$ cat src/rtl/alu_issue_stage.sv
// alu_issue_stage: ID/EX register for the 64-bit ALU with XZR/immediate/bypass operand
// select, ALUOp decode and a valid/ready handshake with stall and flush.
module alu_issue_stage #(
    parameter int DW = 64,
    parameter int AW = 5
) (
    input  logic          i_clk,
    input  logic          i_rst_n,
    input  logic          i_in_valid,
    output logic          o_in_ready,
    input  logic [AW-1:0] i_rs1_addr,
    input  logic [AW-1:0] i_rs2_addr,
    input  logic [DW-1:0] i_rs1_data,
    input  logic [DW-1:0] i_rs2_data,
    input  logic [DW-1:0] i_imm,
    input  logic          i_alu_src,
    input  logic [1:0]    i_alu_op,
    input  logic [10:0]   i_opcode,
    input  logic [AW-1:0] i_rd_addr,
    input  logic          i_wb_en,
    input  logic [AW-1:0] i_wb_addr,
    input  logic [DW-1:0] i_wb_data,
    input  logic          i_flush,
    output logic          o_out_valid,
    input  logic          i_out_ready,
    output logic [DW-1:0] o_src1,
    output logic [DW-1:0] o_src2,
    output logic [3:0]    o_alu_ctrl,
    output logic [AW-1:0] o_out_rd,
    output logic          o_illegal
);
    localparam logic [AW-1:0] XZR = '1;
    localparam logic [10:0] OPC_ADD = 11'b10001011000;
    localparam logic [10:0] OPC_SUB = 11'b11001011000;
    localparam logic [10:0] OPC_AND = 11'b10001010000;
    localparam logic [10:0] OPC_ORR = 11'b10101010000;

    logic          r_out_valid;
    logic [DW-1:0] r_src1;
    logic [DW-1:0] r_src2;
    logic [3:0]    r_alu_ctrl;
    logic [AW-1:0] r_out_rd;
    logic          r_illegal;
    logic [AW-1:0] r_rs1_addr;
    logic [AW-1:0] r_rs2_addr;
    logic          r_alu_src;

    logic          w_capture;
    logic [DW-1:0] w_src1;
    logic [DW-1:0] w_src2;
    logic          w_r_legal;
    logic [3:0]    w_r_ctrl;
    logic [3:0]    w_alu_ctrl;
    logic          w_illegal;
    logic          w_hold_wb1;
    logic          w_hold_wb2;

    always_comb begin
        o_in_ready = !r_out_valid | i_out_ready | i_flush;
        w_capture  = i_in_valid & o_in_ready & !i_flush;
        // XZR wins over bypass; the immediate path ignores both
        w_src1 = (i_rs1_addr == XZR) ? '0 :
                 (i_wb_en && i_wb_addr == i_rs1_addr) ? i_wb_data : i_rs1_data;
        w_src2 = i_alu_src ? i_imm :
                 (i_rs2_addr == XZR) ? '0 :
                 (i_wb_en && i_wb_addr == i_rs2_addr) ? i_wb_data : i_rs2_data;
        w_r_legal = (i_opcode == OPC_ADD) | (i_opcode == OPC_SUB) |
                    (i_opcode == OPC_AND) | (i_opcode == OPC_ORR);
        w_r_ctrl = (i_opcode == OPC_SUB) ? 4'b0110 :
                   (i_opcode == OPC_AND) ? 4'b0000 :
                   (i_opcode == OPC_ORR) ? 4'b0001 : 4'b0010;
        w_alu_ctrl = (i_alu_op == 2'b01) ? 4'b0111 :
                     (i_alu_op == 2'b10) ? w_r_ctrl : 4'b0010;
        w_illegal = (i_alu_op == 2'b11) | ((i_alu_op == 2'b10) & !w_r_legal);
        w_hold_wb1 = i_wb_en & (i_wb_addr != XZR) & (i_wb_addr == r_rs1_addr);
        w_hold_wb2 = i_wb_en & (i_wb_addr != XZR) & (i_wb_addr == r_rs2_addr) & !r_alu_src;
    end

    always_ff @(posedge i_clk or negedge i_rst_n) begin
        if (!i_rst_n) begin
            r_out_valid <= 1'b0;
            r_src1      <= '0;
            r_src2      <= '0;
            r_alu_ctrl  <= 4'b0000;
            r_out_rd    <= '0;
            r_illegal   <= 1'b0;
            r_rs1_addr  <= '0;
            r_rs2_addr  <= '0;
            r_alu_src   <= 1'b0;
        end else begin
            r_out_valid <= i_flush ? 1'b0 : w_capture ? 1'b1 : i_out_ready ? 1'b0 : r_out_valid;
            if (w_capture) begin
                r_src1     <= w_src1;
                r_src2     <= w_src2;
                r_alu_ctrl <= w_alu_ctrl;
                r_out_rd   <= i_rd_addr;
                r_illegal  <= w_illegal;
                r_rs1_addr <= i_rs1_addr;
                r_rs2_addr <= i_rs2_addr;
                r_alu_src  <= i_alu_src;
            end else begin
                // late write-back refreshes the operands of a held beat
                if (w_hold_wb1)
                    r_src1 <= i_wb_data;
                if (w_hold_wb2)
                    r_src2 <= i_wb_data;
            end
        end
    end

    assign o_out_valid = r_out_valid;
    assign o_src1      = r_src1;
    assign o_src2      = r_src2;
    assign o_alu_ctrl  = r_alu_ctrl;
    assign o_out_rd    = r_out_rd;
    assign o_illegal   = r_illegal;
endmodule

$ cat config.mk
export PLATFORM = sky130hd
export DESIGN_NAME = alu_issue_stage
export DESIGN_NICKNAME = d
export VERILOG_FILES = /design/src/rtl/alu_issue_stage.sv
export SDC_FILE = /design/constraint.sdc
export NUM_CORES = 1
export LEC_CHECK = 0
export ABC_AREA = 1
export CORE_AREA = 2 2 170 172
export CTS_CLUSTER_SIZE = 16
export DETAILED_ROUTE_END_ITERATION = 16
export DIE_AREA = 0 0 172 174
export PLACE_DENSITY = 0.72
export SLEW_MARGIN = 40
export SYNTH_ARGS = -nofsm -noshare
export SYNTH_HDL_FRONTEND = slang
export SYNTH_SLANG_ARGS = --single-unit
$ cat constraint.sdc
create_clock -name i_clk -period 2.75 [get_ports i_clk]
set_input_delay 0.55 -clock i_clk [delete_from_list [all_inputs] [get_ports i_clk]]
set_output_delay 0.55 -clock i_clk [all_outputs]
set_load 0.1 [all_outputs]
# Yosys cells after proc, flatten, opt, wreduce, memory -nomap -nowiden
# Cells that the tools add are included.
[totals] input_bits=296 output_inout_bits=140 wordCells=62 register_bits=150
[op_classes] n_eq_ne=14 bitwise_logic=13 n_reduce_logical=9 n_mux=17
[ops] op="64-bit 2-to-1 mux" count=9
[ops] op="11-bit == test, second input constant" count=4
[ops] op="5-bit == test" count=4
[ops] op="5-bit == test, second input constant" count=2
[ops] op="3-bit 2-to-1 mux" count=3
[ops] op="1-bit bitwise AND" count=7
[ops] op="1-bit OR" count=6
[ops] op="5-bit inequality test, second input constant" count=1
[ops] op="2-bit == test, second input constant" count=2
[ops] op="1-bit logical NOT" count=4
[ops] op="2-bit 2-to-1 mux" count=2
[ops] op="2-bit nonzero test" count=2
[ops] op="1-bit 2-to-1 mux" count=3
[ops] op="3-bit nonzero test" count=1
[ops] op="2-bit by 1-bit == test with 1-bit output, second input constant" count=1
[ops] op="1-bit logical AND" count=2

# Logic depth before layout (Yosys ltp)
# Gate-level depths: netlist of the first run.
[logic_depth] ltp_word=7 depth_mapped=13 ltp_nobuf=10

# Least setup slack after synthesis of the first run
# OpenSTA, ideal clock, no wires.
[synth_timing] path_kind="register to register" start="register r_out_valid, in the netlist o_out_valid" end="register r_src1[17], in the netlist o_src1[17]" stages_incl_launch_ff=8 synth_period_minus_slack_ns=2.525 t_arrival_ns=2.405 required_ns=2.630 setup_time_ns=0.120 path_slack_ns=0.225 n_path_buf=2 path_cell_list="dfrtp_1 nand3b_4 nand2_2 buf_2 buf_1 a21oi_1 nand2_1 nand2_1"
[synth_between] elab_chain_cells=6 word_cells_on_any_way=7
[synth_lines] element="start, declared" line_no="38" text="logic r_out_valid;"
[synth_lines] element="start signal, assigned" line_no="91" text="r_out_valid <= i_flush ? 1'b0 : w_capture ? 1'b1 : i_out_ready ? 1'b0 : r_out_valid;"
[synth_lines] element="1-bit logical NOT *" line_no="59" text="o_in_ready = !r_out_valid | i_out_ready | i_flush;"
[synth_lines] element="1-bit OR * (2 in a row)" line_no="59"
[synth_lines] element="via o_in_ready" line_no="10" text="output logic o_in_ready,"
[synth_lines] element="1-bit bitwise AND * (2 in a row)" line_no="60" text="w_capture = i_in_valid & o_in_ready & !i_flush;"
[synth_lines] element="64-bit 2-to-1 mux or 2-bit nonzero test (tied branches)"
[synth_lines] element="end signal, assigned" line_no="93" text="r_src1 <= w_src1;"
[synth_lines] element="end signal, assigned" line_no="104" text="r_src1 <= i_wb_data;"
[synth_lines] element="end, declared" line_no="39" text="logic [DW-1:0] r_src1;"
# The timed path passes the listed nets; every way through them passes the cells marked *.
# A chain may end at the register's enable or synchronous reset.

# Worst setup path after layout of the first run
[layout_timing] start="input i_in_valid" end="register r_src2[3], in the netlist o_src2[3]"
[layout_between] elab_chain_cells=3 word_cells_on_any_way=4
[layout_lines] element="start, declared" line_no="9" text="input logic i_in_valid,"
[layout_lines] element="1-bit bitwise AND * (2 in a row)" line_no="60"
[layout_lines] element="64-bit 2-to-1 mux or 2-bit nonzero test (tied branches)"
[layout_lines] element="end signal, assigned" line_no="94" text="r_src2 <= w_src2;"
[layout_lines] element="end signal, assigned" line_no="106" text="r_src2 <= i_wb_data;"
[layout_lines] element="end, declared" line_no="40" text="logic [DW-1:0] r_src2;"
# Every way passes the cells marked *; elsewhere a longest branch is shown, timed or not.

==> results of run 1 <==
per-stage QoR:
stage / instances / util (%) / hold WS, ps / worst slack, ps / power, mW
after global routing: 2492 / 54.7 / 152 / 502 / 11.2
final: 2492 / 54.7 / 114 / 617 / 10.8
after global placement: 2459 / 52.6 / 464 / 218 / 8.32
after CTS: 2491 / 54.7 / 140 / 640 / 10.9
after detailed placement: 2459 / 52.6 / 466 / 184 / 8.35
after floorplan: 1711 / - / 254 / 225 / 6.70
worst max path at each step:
stage                startpoint         end  slack [ps]  depth (start not counted)
CTS                  i_in_valid   o_src2[3]         640                         10
floorplan           o_out_valid  o_src1[17]         230                          7
global placement     i_in_valid  o_src2[57]         220                         10
detailed placement   i_in_valid   o_src2[3]         180                         10
finish               i_in_valid   o_src2[3]         620                         10
global route         i_in_valid   o_src2[3]         500                         10
power by group:
| part | switching [mW] | internal [mW] | total (mW) |
|---|---|---|---|
| sequential | 0.291 | 2.60 | 2.90 |
| clock | 1.06 | 1.45 | 2.51 |
| combinational | 4.10 | 1.32 | 5.42 |
cell type report:
type,count,area share [%]
multi-input cells,1230,34.4
repair buffers,476,29.1
flip-flops and latches,149,24.1
inverters,220,5.35
well taps,384,3.11
clock buffers,19,2.80
clock inverters,13,1.12
diodes,1,0.0162
synth_stat cells:
cell,instances
a21oi_1,68
xnor2_1,5
buf_1,4
nand4_1,3
nor3_1,9
xor2_1,1
o21ai_1,1
inv_1,218
a21oi_4,1
clkbuf_1,18
a21boi_0,2
or2_2,1
nand3_1,330
buf_6,25
nand2_1,706
dfrtp_1,149
nand3b_4,1
nand2_2,4
nor3_4,1
nor2_2,3
conb_1,1
a2bb2oi_1,2
buf_2,58
nor2_1,78
inv_2,2
o21ai_0,13
buf_4,7
sequential cells by signal, indices dropped and copies added (netlist names):
register,cells
o_alu_ctrl,3
o_out_rd,5
o_illegal,1
r_rs2_addr,5
o_src1,64
o_src2,64
r_rs1_addr,5
o_out_valid,1
r_alu_src,1
layer usage:
metal	global-route usage (%)	up-vias	part of all wire, %
met5	0	-	0
met4	13.0	0	4.3
met1	35.6	5842	39
met2	48.0	766	47
met3	5.37	115	9.4
li1	-	6062	-
kinds of logic (layout without fill, tap and decap cells):
kind of cell,after synthesis,count (layout),share of synthesized area [%]
simple gates,1136,1136,45.1
buf+inv,332,728,14.6
flops,149,149,35.4
compound gates,87,87,4.36
xor+xnor,6,6,0.499
other cells,1,2,0.0356
critical path: cells and delay by family:
kind | cells | cell delay, ps
AND/OR/NAND/NOR | 6 | 880
buffers and inverters | 4 | 1030
==> flow_summary.ini, run 1 <==
[status]
status = finished clean

[synth]
synth-seq-cells = 149
syn_area_sq_mm = 0.0105
synth_cell_types = 27
synth_area_leaders = dfrtp_1, nand2_1, nand3_1
yosysTopAreaCell = dfrtp_1
synthCells = 1711
synth-seq-area-share_pct = 35.4
yosys_warnings = 0
synth.avg_cell_area_sq_um = 6.15
synth_nets = 2007
synth_largest_type_area_fraction_pct = 35.4

[power_and_ir_drop]
pwr_density_cell_mw_per_mm2 = 701
ir_drop_mv = 0.406
p_leak_nw = 8.49

[clock_network]
cts_made_buffers = 17
cts_tree = yes
cts-root-buf = clkbuf_16
h-tree-depth = 4
cts_setup_buffers = 0
clk_pin_slew_ps = 70
clock_latency_ps = 430
cts.sinks = 149
clockBufferDepth = 2
hold_buffers = 0
post_cts_resized = 0

[worst_setup_path]
r2r_slack_ps = 970
rr_endpoint = o_src1[42]
max_stage_delay_ps = 450
r2r_start = o_out_valid
path_cells = clkdlybuf4s50_1 > inv_1 > nor2_1 > nand2_8 > inv_2 > buf_4 > nand3_1 > nand2_1 > nand2_1 > nand3_1
arrival_ps = 2490
critPathMaxFanout = 32
r2r_cells = 7
crit_slowest_cell = clkdlybuf4s50_1
cp-end-kind = register
required_ps = 3110
critPathLaunchType = primary input
criticalPathCategory = in -> reg

[global_route]
antenna_found_initial = 1
grt_pass1_vias = 12300
grt_pass1_wl_microns = 66900
grt_overflow = 0
grt_max_degree = 86
groute.usage.overall_pct = 28.7

[timing]
drv_slew = 0
fin_crit_sh_pct = 77.6
setup_violations = 0
fin_crit_ps = 2130
finalClockSkew_ps = 20.1
max_clock_freq_mhz = 469
hold_viol = 0
worst_slew_pin_slew_ps = 662
finalSetupTns_ps = 0
rsz0062_at_grt = false
slew_headroom_pct = 55.9

[layout]
area_delta_synth_final_pct = 46.8
final_common_cell = nand2_1
final_area_sq_mm = 0.0154
final_cell_mix = nand2_1, nand3_1, clkdlybuf4s50_1
multiInputGateArea_sq_mm = 0.00531
seq_area_sq_mm = 0.00373
drive_above_1_share_pct = 10.9
nets = 2390
fillers = 2832

[floorplan]
rows = 62
dieArea_sq_mm = 0.0299
die_h_microns = 174
start_util_pct = 37.3
die_w_microns = 172
boundaryPins = 436
coreArea_sq_mm = 0.0282

[place]
dp_hpwl_microns = 31000
detailed_place.area_sq_mm = 0.0148
routabilityCongestion = 0.944
io_buffers = 434

[routing]
drc = 0
ant_nets = 0
vias = 12800
drtPass1Iterations = 5
routed_via_density = 5.13
wl_per_cell_microns = 17.6
drtIter0Drc = 1077
routed_wl_microns = 43900

[job]
maxCapViolCount = 0

[min_path]
hold_path.class = in -> async
Note: power is estimated with default switching activity, not from simulation.
==> run 2: changes to the inputs <==
- CORE_AREA: 2 2 170 172 -> unset
- CORE_ASPECT_RATIO: unset -> 0.8
- CORE_UTILIZATION: unset -> 40
- DIE_AREA: 0 0 172 174 -> unset
- PLACE_DENSITY: 0.72 -> 0.79
- clock period: 2.75 -> 1.8 ns (I/O delays scaled with it)
==> run 2 against run 1 <==
Sequential share of layout area is 3.3 points lower. Routed wire length grew 1.2%. Worst hold slack better by 280 ps. Register-to-register slack got worse by 800 ps. Die area decreased by 9.9%. Clock power grew 36%. Clock skew down 1.4 ps. Core utilization rose by 15 points. Final area rose by 16%. Sequential power up 63%. Flip-flop and latch count did not move. Clock-buffer cell count up 1. Critical endpoint is now o_src2[22]. Highest routed layer unchanged.
==> flow_summary.ini, run 2 (synthesis results as in run 1) <==
[status]
status = finished clean

[place]
routabilityCongestion = 0.943
dp_hpwl_microns = 32000
io_buffers = 434

[power_and_ir_drop]
p_sw_mw = 8.69
p_leak_nw = 9.54
pwr_density_cell_mw_per_mm2 = 1020
power.share.clock_pct = 18.8
ir_drop_mv = 0.625
combPwrFrac_pct = 55.2
power_mw = 18.2
p_int_mw = 9.52
power.share.sequential_pct = 26.0
p_sw_share_pct = 47.7

[layout]
final_cell_mix = nand2_1, nand3_1, clkdlybuf4s50_1
final_common_cell = nand2_1
area_delta_synth_final_pct = 70.6
nets = 2450
drive_above_1_share_pct = 13.6

[routing]
ant_nets = 0
drtIter0Drc = 1106
drtPass1Iterations = 5
vias = 13200
drc = 0
routed_wl_microns = 44400
wl_per_cell_microns = 17.6
routed_via_density = 5.24

[worst_setup_path]
cp-end-kind = register
critPathMaxFanout = 27
criticalPathCategory = in -> reg
arrival_ps = 2060
required_ps = 2110
critPathLaunchType = primary input

[timing]
finalSetupTns_ps = 0
setup_violations = 0
finalClockSkew_ps = 18.7
fin_crit_ps = 1750
hold_viol = 0
max_clock_freq_mhz = 570
fin_crit_sh_pct = 97.5
drv_slew = 0

[floorplan]
start_util_pct = 41.1
dieArea_sq_mm = 0.0270
coreArea_sq_mm = 0.0256
die_w_microns = 183
rows = 52
die_h_microns = 147
boundaryPins = 436

[clock_network]
clock_latency_ps = 430
h-tree-depth = 4
clk_pin_slew_ps = 70
cts_tree = yes
cts_made_buffers = 17
cts.sinks = 149
clockBufferDepth = 2
cts-root-buf = clkbuf_16

[job]
maxCapViolCount = 0

[global_route]
antenna_found_initial = 3
grt_pass1_vias = 13000
grt_overflow = 0
grt_max_degree = 44
groute.usage.overall_pct = 32.3
grt_pass1_wl_microns = 68400

[min_path]
hold_path.class = in -> reg
-- run 2: cell types whose count changed in the layout (fill, tap and decap cells not counted), moves of 3 or more --
| cell | delta |
|---|---|
| clkbuf_16 | +4 |
| clkdlybuf4s50_1 | -7 |
| nand2_4 | +3 |
| buf_4 | -109 |
| buf_6 | +5 |
| dlymetal6s2s_1 | +6 |
| buf_12 | +159 |
| bufinv_16 | -3 |
| nand2_2 | -3 |
-- run 2: final timing paths --
kind | startpoint | to | slack, ps | cells past startpoint
max | i_wb_en | o_src2[22] | 50 | 8
min in group asynchronous | i_rst_n | o_src1[60] | 430 | 2
max reg2reg | o_out_valid | o_src2[52] | 170 | 8
min reg2reg | r_rs1_addr[3] | r_rs1_addr[3] | 520 | 2
max in group asynchronous | i_rst_n | o_out_valid | 730 | 3
min | i_rs2_addr[1] | r_rs2_addr[1] | 390 | 4
-- run 2: area by class of cell --
class                   count  area (sq um)
diodes                      3          7.51
flip-flops and latches    149          3730
clock inverters            12          95.1
clock buffers              20           447
multi-input cells        1230          5360
well taps                 351           439
repair buffers            536          7040
inverters                 220           828
fillers                  2045          7620
-- run 2: worst max-delay path, stage by stage --
cell             delay, ps
clkdlybuf4s50_1        510
a21boi_1               200
nand2_1                110
nor2_4                 230
buf_6                  290
nand3_1                160
nand3_1                110
nand3_1                 70
-- run 2: what timing repair did --
item | in CTS | in global routing
resized for setup | 4 | 22
pin swaps | 2 | 6
endpoints found under the hold margin | 37 | 0
cloned | 0 | 5
hold buffers | 1 | 0
buffers inserted | 3 | 2
setup endpoints to repair | 77 | 128
-- run 2: power by group through the flow --
stage	registers (mW)	logic, mW	clock network [mW]
2_1_floorplan	8.75	1.50	0
3_3_place_gp	4.76	9.88	0
3_5_place_dp	4.77	9.97	0
4_1_cts	4.73	10.0	3.45
5_1_grt	4.80	10.4	3.60
6_report	4.74	10.1	3.42
-- run 2: routing by layer --
| metal | vias to the layer above | part of all wire, % | track usage (%) |
|---|---|---|---|
| li1 | 6177 | - | - |
| met1 | 6071 | 39 | 40.3 |
| met2 | 811 | 47 | 53.5 |
| met3 | 143 | 9.0 | 6.57 |
| met4 | 0 | 4.6 | 15.8 |
| met5 | - | 0 | 0 |
-- run 2: per-stage QoR --
| step | std cells | utilization, % | hold WS, ps | setup WS, ps | cell area [sq um] |
|---|---|---|---|---|---|
| 2_1_floorplan | 1711 | - | 64.4 | -83.5 | 10600 |
| 3_3_place_gp | 2475 | 67.0 | 322 | -522 | 17100 |
| 3_5_place_dp | 2475 | 67.0 | 326 | -534 | 17100 |
| 4_1_cts | 2511 | 69.3 | 446 | -7.65 | 17700 |
| 5_1_grt | 2521 | 70.2 | 411 | -28.0 | 17900 |
| 6_report | 2521 | 70.2 | 393 | 45.7 | 17900 |
==> run 3: changes to the inputs <==
- CORE_AREA: unset -> 2 2 168 170
- CORE_ASPECT_RATIO: 0.8 -> unset
- CORE_UTILIZATION: 40 -> unset
- DIE_AREA: unset -> 0 0 170 172
- PLACE_DENSITY: 0.79 -> 0.73
- SETUP_SLACK_MARGIN: unset -> 0.3
- clock period: 1.8 -> 1.64 ns (I/O delays scaled with it)
==> run 3 against run 2 <==
The flow now finishes with violations (setup timing). Critical path depth up 1. Clock-buffer cell count down 2. Non-clock buffer count up 186. Critical endpoint is now o_src1[22]. Die area up 8.5%. Routed wire length up 53%. Register-to-register slack worse by 550 ps. Flip-flop and latch count unchanged. Final cell count up 7.3%. First-iteration DRC count up 84%. Via count up 23%. Total power up 28%. Worst setup slack worse by 430 ps.
==> flow_summary.ini, run 3 (synthesis results as in run 1) <==
[status]
status = finished with violations
violations = setup timing

[clock_network]
clock_latency_ps = 440
cts.sinks = 149
cts_tree = yes
clk_pin_slew_ps = 80
h-tree-depth = 4
clockBufferDepth = 2
cts-root-buf = clkbuf_16
cts_made_buffers = 17

[global_route]
grt_pass1_vias = 15000
antenna_found_initial = 4
grt_max_degree = 57
groute.usage.overall_pct = 37.9
grt_pass1_wl_microns = 84000
grt_overflow = 0

[timing]
rsz0062_at_grt = true
setup_violations = 116
fin_crit_sh_pct = 123
max_clock_freq_mhz = 494
finalClockSkew_ps = 25.6
fin_crit_ps = 2020
setup_slack_ps = -383
drv_slew = 0
hold_viol = 0

[layout]
final_common_cell = nand2_1
seq_area_sq_mm = 0.00375
drive_above_1_share_pct = 37.6
final_util_pct = 83.5
fillers = 1463
final_cell_mix = nand2_1, clkdlybuf4s50_1, nand3_1, inv_1, buf_12
multiInputGateArea_sq_mm = 0.00739
area_delta_synth_final_pct = 118
final_area_sq_mm = 0.0229
nets = 2638

[worst_setup_path]
required_ps = 2020
arrival_ps = 2400
critPathMaxFanout = 7
critPathLaunchType = register
criticalPathCategory = reg -> reg
cp-end-kind = register

[floorplan]
dieArea_sq_mm = 0.0292
die_h_microns = 172
start_util_pct = 38.3
die_w_microns = 170
coreArea_sq_mm = 0.0275
boundaryPins = 436
rows = 61

[routing]
vias = 16200
met2WireLength_microns = 30200
drc = 0
routed_wl_microns = 68100
drtIter0Drc = 2035
wl_met3_microns = 9550
top_layer_used = met4
drtPass1Iterations = 8
met1Wirelength_microns = 21500
routed_via_density = 6.00
ant_nets = 0
wl_per_cell_microns = 25.2

[place]
dp_slack_ps = -609
dp_hpwl_microns = 32100
detailed_place.area_sq_mm = 0.0172
routabilityCongestion = 0.911
io_buffers = 434

[power_and_ir_drop]
ir_drop_mv = 0.788
pwr_density_cell_mw_per_mm2 = 1010
p_leak_nw = 12.1
power_mw = 23.2

[min_path]
hold_path.class = in -> async

[job]
maxCapViolCount = 0
[run 3: cell count changes in the layout (fill, tap and decap cells not counted), sizes merged, moves of 2 or more]
| cell | change |
|---|---|
| clkbuf | +13 |
| clkinvlp | -2 |
| diode | +2 |
| dlymetal6s2s | -6 |
| dlygate4sd2 | +13 |
| bufinv | +4 |
| nand2 | +2 |
| clkdlybuf4s50 | -10 |
| bufbuf | +5 |
| buf | +167 |
| clkdlybuf4s15 | +2 |
[run 3: power breakdown]
part           total, mW  internal (mW)  switching (mW)  leakage [nW]
sequential          5.27           4.38           0.893          1.81
combinational       13.6           5.37            8.21          9.97
clock               4.40           2.55            1.85         0.301
total               23.2           12.3            10.9          12.1
[run 3: critical path: stages (launching register included)]
cell     delay [ps]
dfrtp_1         420
xnor2_2         170
nand2_1          90
nor2_2          160
buf_6           170
nand2_8         120
buf_6           190
a21oi_2         360
nand2_1         160
nand2_1         110
[run 3: path summary, 6_finish.rpt]
kind	from	to	slack, ps	cells past startpoint
worst max-delay path	r_rs1_addr[1]	o_src1[22]	-380	9
worst min-delay path	i_rst_n	o_src1[1]	350	2
worst max register to register	r_rs1_addr[1]	o_src1[22]	-380	9
worst min register to register	r_rs1_addr[2]	r_rs1_addr[2]	530	2
max in group asynchronous	i_rst_n	o_src2[5]	570	4
min in group i_clk	i_rs1_addr[2]	r_rs1_addr[2]	430	4
[run 3: through the flow]
step,hold WS [ps],setup TNS [ps],std cells
CTS,327,-3.07,2622
global route,375,-10780,2703
finish,346,-4850,2704
global placement,219,-67160,2472
floorplan,32.4,-32120,1711
detailed placement,216,-72770,2472
[run 3: routing by layer]
metal  track usage (%)  up-vias
li1                  -     6596
met1              42.0     7454
met2              63.8     1609
met3              10.3      573
met4              26.4        0
met5                 0        -
[run 3: cell type report]
type	instances	area share, %
Clock buffer	18	1.87
Sequential cell	149	16.3
Tap cell	346	1.89
Inverter	220	3.65
Clock inverter	12	0.780
Antenna cell	5	0.0545
Multi-Input combinational cell	1232	32.2
Timing Repair Buffer	722	43.2
[run 3: repair_timing]
item / in CTS / in global routing
pin swaps: 86 / 108
endpoints found under the setup margin: 279 / 285
resized for setup: 345 / 313
setup buffers: 79 / 55
cloned: 40 / 22
hold buffers: 1 / 0
hold endpoints to repair: 20 / 0
==> RTL edit: new RTL, config.mk and constraints of run 3 <==
The parameter `AW` goes from 5 to 6.
--- a/src/rtl/alu_issue_stage.sv
+++ b/src/rtl/alu_issue_stage.sv
@@ -4,3 +4,3 @@
     parameter int DW = 64,
-    parameter int AW = 5
+    parameter int AW = 6
 ) (
Interface: changed (5 resized); port bits go from 436 to 441. The function was not compared with the original's and may differ.
==> RTL edit against run 3 <==
  * The run still ends with negative setup slack left
  * Sequential cell count increased by 3
  * Worst setup slack gained 0.29 ns
  * Design area down 4.0%
  * Area after synthesis down 0.52%
  * Fmax is 17% higher
  * Sequential share of layout area is 1.2 points higher
  * Via count shrank 6.6%
  * Sequential power rose by 1%
  * Power down 7.0%
  * Wire length fell by 13%
  * Clock skew decreased by 0.014 ns
  * Critical path type unchanged
  * Critical endpoint is now o_src2[14]
  * Largest cell class unchanged
==> RTL edit: results (changes against run 3) <==
- Status: complete, but fails checks
- Failing checks: negative setup slack
- Final number of setup-violating endpoints: 66 (-43%)
- H-tree lvl count: 4 (unchanged)
- Launch point of the worst path: r_rs2_addr[1]
- Post-synth ARST share: 100% (unchanged)
- Number of port buffers: 439 (+1.2%)
- Total power: 21600 uW (-7.0%)
- Hold Path Class: in -> reg
- XOR/XNOR Fraction of Synth Area: 0.418% (-0.081 points)
- Area post-placement: 17300 um2 (+0.81%)
- Routed via count: 15162 (-6.6%)
- WL/cell: 22.0 um (-13%)
- Worst-path clk slew: approximately 0.070 ns
- Routed wl met2: 27200 um (-10%)
- Fill cells: 1699 (+16%)
- Max clock buf depth: 2 (unchanged)
- GR Util met3: 8.58% (-1.7 points)
- P_sw: 10000 uW (-8.6%)
- Max Used Layer: met4
- Post-Route Utilization: 80.2% (-3.4 points)
- Setup_tns: -2.04 ns (+2.81 ns)
- Vias in the first global route: 13967 (-6.8%)
- Sequential share of power: 24.7% (+2.0 points)
- Compound-cell area share of the yosys netlist: 4.61% (+0.25 points)
- Post-synth top area share: 36.3% (+0.90 points)
- LEAKAGE: 0.0114 uW (-5.4%)
- CP max stage cell: dfrtp_1
- Met2 Use GR: 60.1% (-3.7 points)
- Metal3 WL: 7040 um (-26%)
- Largest stage delay, worst path: 0.40 ns (-0.02 ns)
- GPL Wtd Cong: 1.00 (+10%)
- WHS Path Cells: 3
- Clk root buf: clkbuf_16
- M1 WL: 20400 um (-5.1%)
- Seq/Total Area, Yosys: 36.3% (+0.90 points)
- Ratio of cells with drive above 1 in the final layout: 34.6% (-3.0 points)
- Hold EP: r_rs2_addr[4]
- Syn_nets: 2032 (+1.2%)
- Yosys cell types: 30 (+11%)
- Max VDD drop: 709 uV (-10%)
- Reg2reg end: o_src2[14]
- Family with the most delay on the worst path: buffers and inverters
- Nets: 2648 (+0.38%)
- First-pass GRT wire length: 79500 um (-5.3%)
- DRT iter0 DRCs: 1970 (-3.2%)
- Final HPWL DP: 33600 um (+4.7%)
- Crit end category: flop
- Worst setup margin: -0.0889 ns (+0.294 ns)
- Clock Power Share: 18.5% (-0.4 points)
- Final Skew: 0.0121 ns (-0.0136 ns)
- Pre-Repair DR Iteration Count: 7 (-1)
- Largest cells by area after synthesis: dfrtp_1 (36%), nand2_1 (28%), nand3_1 (13%)
- Grt met1 use: 42.7% (+0.67 points)
- Top cell types by occurrence after synthesis: nand2_1 (789), nand3_1 (263), inv_1 (222)
- Initial antenna violation count: 4 (unchanged)
- Pin count of the biggest net entering global routing: 43 (-25%)
- R2r worst-path depth: 10 (+1)
- GRT Total Usage: 35.8% (-2.1 points)
==> RTL edit: layout make-up <==
type | count | share of cell area (%)
Multi-Input combinational cell | 1250 | 31.5
Clock buffer | 18 | 1.95
Antenna cell | 5 | 0.0568
Clock inverter | 12 | 0.597
Sequential cell | 152 | 17.6
Inverter | 227 | 3.89
Tap cell | 346 | 1.97
Timing Repair Buffer | 700 | 42.5
==> RTL edit: through the flow <==
stage	hold slack, ns	instances	setup slack (ns)
global placement	0.260	2512	-0.671
CTS	0.350	2609	-0.0246
detailed placement	0.265	2512	-0.683
floorplan	0.0324	1732	-0.249
global route	0.314	2709	-0.124
finish	0.287	2710	-0.0889
==> RTL edit: what timing repair did <==
action | 4_1_cts | 5_1_grt
gates resized for setup | 268 | 312
setup buffers | 31 | 83
setup endpoints to repair | 277 | 284
cloned | 35 | 13
hold endpoints to repair | 24 | 0
pin swaps | 70 | 94
hold buffers | 1 | 0
